**config.mk**
```make
export PLATFORM = sky130hd
export DESIGN_NAME = avr_cpu_progmem_arb_flat
export DESIGN_NICKNAME = d
export VERILOG_FILES = /design/src/rtl/avr_cpu_progmem_arb_if.sv /design/src/rtl/avr_cpu_progmem_arb.sv /design/src/flat_wrapper.sv
export SDC_FILE = /design/constraint.sdc
export NUM_CORES = 1
export LEC_CHECK = 0
export CAP_MARGIN = 15
export CELL_PAD_IN_SITES_DETAIL_PLACEMENT = 1
export CELL_PAD_IN_SITES_GLOBAL_PLACEMENT = 2
export CORE_ASPECT_RATIO = 0.75
export CORE_MARGIN = 1.5
export CORE_UTILIZATION = 18
export CTS_BUF_LIST = sky130_fd_sc_hd__clkbuf_8
export DETAILED_ROUTE_END_ITERATION = 12
export GPL_TIMING_DRIVEN = 1
export PLACE_DENSITY = 0.89
export SLEW_MARGIN = 25
export SYNTH_ARGS = -nofsm -noshare
export SYNTH_HDL_FRONTEND = slang
export SYNTH_SLANG_ARGS = --single-unit
```
**constraint.sdc**
```tcl
create_clock -name clk -period 6.6 [get_ports clk]
set_input_delay 1.98 -clock clk [delete_from_list [all_inputs] [get_ports clk]]
set_output_delay 1.98 -clock clk [all_outputs]
set_load 0.01 [all_outputs]
```
**src/rtl/avr_cpu_progmem_arb_if.sv**
```systemverilog
// Bus bundle between the program-memory arbiter, its two requesters and the memory port.
// The slave modport is the arbiter's view; master is the environment's view.
interface avr_cpu_progmem_arb_if #(
    parameter int AW = 9
);
    logic          fetch_req;
    logic [15:0]   fetch_addr;
    logic          fetch_gnt;
    logic          fetch_valid;
    logic [15:0]   fetch_data;
    logic          lpm_req;
    logic [15:0]   lpm_addr;
    logic          lpm_gnt;
    logic          lpm_valid;
    logic [7:0]    lpm_data;
    logic          mem_en;
    logic [AW-1:0] mem_addr;
    logic [15:0]   mem_data;

    modport slave (
        input  fetch_req, fetch_addr, lpm_req, lpm_addr, mem_data,
        output fetch_gnt, fetch_valid, fetch_data,
        output lpm_gnt, lpm_valid, lpm_data, mem_en, mem_addr
    );

    modport master (
        output fetch_req, fetch_addr, lpm_req, lpm_addr, mem_data,
        input  fetch_gnt, fetch_valid, fetch_data,
        input  lpm_gnt, lpm_valid, lpm_data, mem_en, mem_addr
    );
endinterface

```
**src/rtl/avr_cpu_progmem_arb.sv**
```systemverilog
// Shares the single-port program memory between instruction fetch (word) and LPM (byte),
// returning each 1-cycle read to its issuer and bounding fetch starvation under LPM bursts.
//
// state      | meaning
// NONE       | no read in flight this cycle
// RESP_FETCH | memory output belongs to the fetch unit
// RESP_LPM   | memory output belongs to the LPM path (byte picked by byte_sel_q)
module avr_cpu_progmem_arb #(
    parameter int PROG_MEM_SIZE       = 512,
    parameter int PROG_MEM_ADDR_WIDTH = $clog2(PROG_MEM_SIZE),
    parameter int LPM_BURST           = 2
) (
    input logic clk,
    input logic rst,
    avr_cpu_progmem_arb_if.slave bus
);
    localparam int AW = PROG_MEM_ADDR_WIDTH;
    localparam logic [3:0]  BURST  = 4'(LPM_BURST);
    localparam logic [16:0] SIZE_W = 17'(PROG_MEM_SIZE);

    typedef enum logic [1:0] {NONE, RESP_FETCH, RESP_LPM} resp_e;

    logic          fetch_gnt;
    logic          lpm_gnt;
    logic [3:0]    streak_q, streak_d;
    logic [AW-1:0] mem_addr_q, mem_addr_d;
    resp_e         state_q, state_d;
    logic          byte_sel_q, byte_sel_d;
    logic          oor_q, oor_d;

    // Grants are masked by reset so nothing is issued while it is held.
    always_comb begin
        lpm_gnt   = rst && bus.lpm_req && !(bus.fetch_req && (streak_q == BURST));
        fetch_gnt = rst && bus.fetch_req && !lpm_gnt;

        streak_d = streak_q;
        if (!bus.fetch_req || fetch_gnt)
            streak_d = 4'd0;
        else if (lpm_gnt && (streak_q != BURST))
            streak_d = streak_q + 4'd1;

        mem_addr_d = mem_addr_q;
        state_d    = NONE;
        byte_sel_d = 1'b0;
        oor_d      = 1'b0;
        if (fetch_gnt) begin
            mem_addr_d = bus.fetch_addr[AW-1:0];
            state_d    = RESP_FETCH;
            oor_d      = ({1'b0, bus.fetch_addr} >= SIZE_W);
        end else if (lpm_gnt) begin
            mem_addr_d = bus.lpm_addr[AW:1];
            state_d    = RESP_LPM;
            byte_sel_d = bus.lpm_addr[0];
            oor_d      = ({2'b00, bus.lpm_addr[15:1]} >= SIZE_W);
        end
    end

    always_ff @(posedge clk or negedge rst) begin
        if (!rst) begin
            streak_q   <= 4'd0;
            mem_addr_q <= '0;
        end else begin
            streak_q   <= streak_d;
            mem_addr_q <= mem_addr_d;
        end
    end

    always_ff @(posedge clk or negedge rst) begin
        if (!rst) begin
            state_q    <= NONE;
            byte_sel_q <= 1'b0;
            oor_q      <= 1'b0;
        end else begin
            state_q    <= state_d;
            byte_sel_q <= byte_sel_d;
            oor_q      <= oor_d;
        end
    end

    assign bus.fetch_gnt = fetch_gnt;
    assign bus.lpm_gnt   = lpm_gnt;
    assign bus.mem_en    = fetch_gnt | lpm_gnt;
    assign bus.mem_addr  = mem_addr_d;

    // Out-of-range reads still hit the memory but report the erased value.
    assign bus.fetch_valid = (state_q == RESP_FETCH);
    assign bus.fetch_data  = !bus.fetch_valid ? 16'h0000 :
                             oor_q            ? 16'hFFFF : bus.mem_data;
    assign bus.lpm_valid   = (state_q == RESP_LPM);
    assign bus.lpm_data    = !bus.lpm_valid   ? 8'h00 :
                             oor_q            ? 8'hFF :
                             byte_sel_q       ? bus.mem_data[15:8] : bus.mem_data[7:0];
endmodule

```
**src/flat_wrapper.sv**
```systemverilog
// flat-port wrapper written by rule: the top's interface ports become plain ports
module avr_cpu_progmem_arb_flat 
#(
    parameter int PROG_MEM_SIZE       = 512,
    parameter int PROG_MEM_ADDR_WIDTH = $clog2(PROG_MEM_SIZE),
    parameter int LPM_BURST           = 2
)
  (clk, rst, bus_fetch_req, bus_fetch_addr, bus_lpm_req, bus_lpm_addr, bus_mem_data, bus_fetch_gnt, bus_fetch_valid, bus_fetch_data, bus_lpm_gnt, bus_lpm_valid, bus_lpm_data, bus_mem_en, bus_mem_addr);
  avr_cpu_progmem_arb_if #(.AW((9))) bus_i ();
  input logic clk;
  input logic rst;
  input wire logic [$bits(bus_i.fetch_req)-1:0] bus_fetch_req;
  input wire logic [$bits(bus_i.fetch_addr)-1:0] bus_fetch_addr;
  input wire logic [$bits(bus_i.lpm_req)-1:0] bus_lpm_req;
  input wire logic [$bits(bus_i.lpm_addr)-1:0] bus_lpm_addr;
  input wire logic [$bits(bus_i.mem_data)-1:0] bus_mem_data;
  output wire logic [$bits(bus_i.fetch_gnt)-1:0] bus_fetch_gnt;
  output wire logic [$bits(bus_i.fetch_valid)-1:0] bus_fetch_valid;
  output wire logic [$bits(bus_i.fetch_data)-1:0] bus_fetch_data;
  output wire logic [$bits(bus_i.lpm_gnt)-1:0] bus_lpm_gnt;
  output wire logic [$bits(bus_i.lpm_valid)-1:0] bus_lpm_valid;
  output wire logic [$bits(bus_i.lpm_data)-1:0] bus_lpm_data;
  output wire logic [$bits(bus_i.mem_en)-1:0] bus_mem_en;
  output wire logic [$bits(bus_i.mem_addr)-1:0] bus_mem_addr;
  assign bus_i.fetch_req = bus_fetch_req;
  assign bus_i.fetch_addr = bus_fetch_addr;
  assign bus_i.lpm_req = bus_lpm_req;
  assign bus_i.lpm_addr = bus_lpm_addr;
  assign bus_i.mem_data = bus_mem_data;
  assign bus_fetch_gnt = bus_i.fetch_gnt;
  assign bus_fetch_valid = bus_i.fetch_valid;
  assign bus_fetch_data = bus_i.fetch_data;
  assign bus_lpm_gnt = bus_i.lpm_gnt;
  assign bus_lpm_valid = bus_i.lpm_valid;
  assign bus_lpm_data = bus_i.lpm_data;
  assign bus_mem_en = bus_i.mem_en;
  assign bus_mem_addr = bus_i.mem_addr;
  avr_cpu_progmem_arb #(.PROG_MEM_SIZE(PROG_MEM_SIZE), .PROG_MEM_ADDR_WIDTH(PROG_MEM_ADDR_WIDTH), .LPM_BURST(LPM_BURST)) u_core (.clk(clk), .rst(rst), .bus(bus_i));
endmodule
```
==> results.py <==
metrics = {
    "clocking": {
        "clock_tree.root_cell": "clkbuf_8",
        "postCtsSetupRepairBufs": 0,
        "h-tree-depth": 1,
        "cts-hold-fix-buffers": 0,
        "clk_pin_slew_ns": 0.07,
        "cts_tree": "done",
        "clock-sinks": 17,
        "postCtsResizedCells": 0,
        "numCtsBuffers": 3,
        "clock_latency_ns": 0.25,
        "clock_path_buffers": 2,
    },
    "power": {
        "p_switching_mw": 0.0854,
        "sw_frac_of_total_pct": 27.6,
        "power_density_nw_per_um2": 145,
        "ir_drop_uv": 118,
        "intPower_mw": 0.224,
        "pwr-share-comb_pct": 35.9,
        "p_leak_nw": 0.891,
        "power_frac_clock_pct": 24.9,
        "p_seq_share_pct": 39.2,
    },
    "worst_setup_path": {
        "reg2reg_depth": 6,
        "crit_path_frequent_cell": "clkdlybuf4s50_1",
        "crit_cells": 6,
        "required_ns": 4.62,
        "worstSetupStartpoint": "rst",
        "cp_num_buf_inv": 4,
        "r2r_setup_slack_ns": 4.65,
        "worstSetupEndpoint": "bus_mem_addr[4]",
        "path_delay_family": "buffers and inverters",
        "path_class": "in2out",
        "r2r-start": "u_core.streak_q[0]",
        "cp.arrival_ns": 4.07,
        "crit_fanout": 25,
        "start_kind": "input port",
        "crit_chain": "clkdlybuf4s50_1, buf_4, o21ai_0, a222oi_1, inv_1, clkdlybuf4s50_1",
        "cpMaxStageDelayCell": "clkdlybuf4s50_1",
        "worst_r2r_endpoint": "u_core.mem_addr_q[4]",
        "worst_path_largest_cell_delay_ns": 0.49,
        "worstSetupEndpointType": "output port",
    },
    "logic_synthesis": {
        "synth_cell_types": 28,
        "synth.avg_cell_area_um2": 8.00,
        "netlist_instances": 140,
        "synth_nets": 194,
        "syn_area_um2": 1120,
        "ys_seq_area_share_pct": 38.0,
        "yosys_warnings": 0,
        "ys_seq_elements": 17,
    },
    "placement": {
        "io_buffers": 89,
        "pre_cts_slack_ns": 0.544,
        "gp_congestion": 0.724,
        "dp_hpwl_um": 3060,
    },
    "timing": {
        "setup_tns_ns": 0,
        "tightest_slew_ns": 0.762,
        "maxSlewViolCount": 0,
        "setup_ws_ns": 0.554,
        "rsz0062_at_grt": "false",
        "slew_headroom_pct": 49.2,
        "setup_viol": 0,
        "max_freq_mhz": 165,
        "final-hold-violation-count": 0,
        "period_needed_ns": 6.05,
        "skew_ns": 0.00209,
        "fin_crit_sh_pct": 91.6,
    },
    "global_route": {
        "grt.total_usage_pct": 11.7,
        "grt_max_degree": 26,
        "grt_pass1_vias": 1360,
        "antenna_found_initial": 0,
        "gr-total-overflow": 0,
        "grt_pass1_wl_um": 6400,
    },
    "drt": {
        "vias_per_cell": 4.33,
        "detail-route-antenna-nets": 0,
        "routed_wl_um": 3850,
        "wl_per_cell_um": 12.7,
        "vias": 1315,
        "firstDrtPassIters": 6,
        "drt_iter0_drc": 65,
        "drc_errors": 0,
    },
    "layout": {
        "syn_to_final_growth_pct": 89.9,
        "insertedDiodeCount": 0,
        "nNetsFinal": 281,
        "drive_gt1_share_pct": 5.31,
        "final_cell_mix": "clkdlybuf4s50_1 (89), nor2_1 (45), dfrtp_1 (17)",
        "final_common_cell": "clkdlybuf4s50_1",
    },
    "floorplanning": {
        "fp.dieW_um": 94.1,
        "io_pins": 90,
        "core_area_um2": 5920,
        "start_util_pct": 18.9,
        "die_h_um": 71.3,
        "rows": 24,
        "die-area_um2": 6710,
    },
    "run": {
        "drv_cap": 0,
    },
    "hold_path": {
        "hp-class": "reg2reg",
    },
    "run_status": {
        "status": "finished clean",
    },
}
layout make-up:
| class | instances | area, um^2 |
|---|---|---|
| clock inverter | 1 | 5.00 |
| tap | 78 | 97.6 |
| inverter | 11 | 41.3 |
| fill | 728 | 3790 |
| timing repair buffer | 91 | 906 |
| sequential | 17 | 425 |
| clock buffer | 3 | 41.3 |
| multi-input combinational | 103 | 611 |
power groups by stage:
stage	registers, mW	clock network [mW]	logic [mW]
detailed placement	0.123	0	0.112
global placement	0.123	0	0.111
CTS	0.122	0.0795	0.113
floorplan	0.119	0	0.0443
global route	0.123	0.0835	0.121
finish	0.121	0.0771	0.111
tightest hold or removal path: stages, from the launching register on:
cell      delay [ns]
dfrtp_1         0.33
a222oi_1        0.08
inv_1           0.07
registers in the layout, summed over array words and instances, names as in the netlist:
signal	cells
u_core.streak_q	4
u_core.mem_addr_q	9
u_core.oor_q	1
u_core.state_q	2
u_core.byte_sel_q	1
cell families (layout without fill, tap and decap cells):
group / Yosys count / in the layout / share of synthesized area, %
AO/OA/AOI/OAI: 26 / 26 / 19.0
XOR/XNOR: 1 / 1 / 0.782
adder cells (fa/ha/maj): 2 / 2 / 2.23
buffers and inverters: 20 / 106 / 7.49
flip-flops: 17 / 17 / 38.0
multiplexers: 5 / 5 / 4.69
AND/OR/NAND/NOR: 69 / 69 / 27.8
stage by stage:
| stage | std cells | util [%] | power, mW | cell area [um^2] | hold WS (ns) |
|---|---|---|---|---|---|
| floorplan | 140 | - | 0.163 | 1120 | 0.525 |
| global placement | 300 | 35.2 | 0.234 | 2080 | 0.485 |
| detailed placement | 300 | 35.2 | 0.235 | 2080 | 0.494 |
| CTS | 304 | 36.0 | 0.314 | 2130 | 0.511 |
| global route | 304 | 36.0 | 0.328 | 2130 | 0.546 |
| finish | 304 | 36.0 | 0.309 | 2130 | 0.506 |
Yosys cell counts (all sizes together):
| cell | count | share of area, % |
|---|---|---|
| a211oi | 8 | 5.4 |
| a21oi | 2 | 0.89 |
| a221o | 1 | 1.0 |
| a222oi | 5 | 4.5 |
| a2bb2oi | 2 | 1.6 |
| and2 | 1 | 0.67 |
| and2b | 1 | 0.67 |
| buf | 2 | 1.5 |
| clkbuf | 7 | 2.3 |
| dfrtp | 17 | 38 |
| ha | 2 | 2.2 |
| inv | 11 | 3.7 |
| mux2 | 2 | 2.0 |
| mux2i | 3 | 2.7 |
| nand2 | 6 | 2.0 |
| nand2b | 2 | 1.1 |
| nand3 | 2 | 0.89 |
| nor2 | 45 | 15 |
| nor2b | 9 | 5.0 |
| o211a | 2 | 2.5 |
| o21ai | 4 | 1.8 |
| o31ai | 1 | 0.67 |
| o41ai | 1 | 0.78 |
| or3b | 1 | 1.0 |
| or4 | 2 | 1.3 |
| xnor2 | 1 | 0.78 |
per-layer routing:
layer / global-route usage [%] / part of all wire [%] / up-vias
met1: 16.0 / 48 / 600
met5: 0 / 0 / -
met3: 3.50 / 10 / 3
met2: 18.8 / 42 / 66
li1: - / - / 646
met4: 1.49 / 0.36 / 0
worst min-delay path by stage:
stage	cells after the start	endpoint	slack [ns]	startpoint
4_1_cts	2	u_core.mem_addr_q[1]	0.51	u_core.mem_addr_q[1]
5_1_grt	2	u_core.mem_addr_q[1]	0.55	u_core.mem_addr_q[1]
3_5_place_dp	2	u_core.mem_addr_q[1]	0.49	u_core.mem_addr_q[1]
2_1_floorplan	2	u_core.mem_addr_q[1]	0.53	u_core.mem_addr_q[1]
3_3_place_gp	2	u_core.mem_addr_q[7]	0.49	u_core.mem_addr_q[7]
6_report	2	u_core.mem_addr_q[1]	0.51	u_core.mem_addr_q[1]
Note: power is estimated with default switching activity, not from simulation.
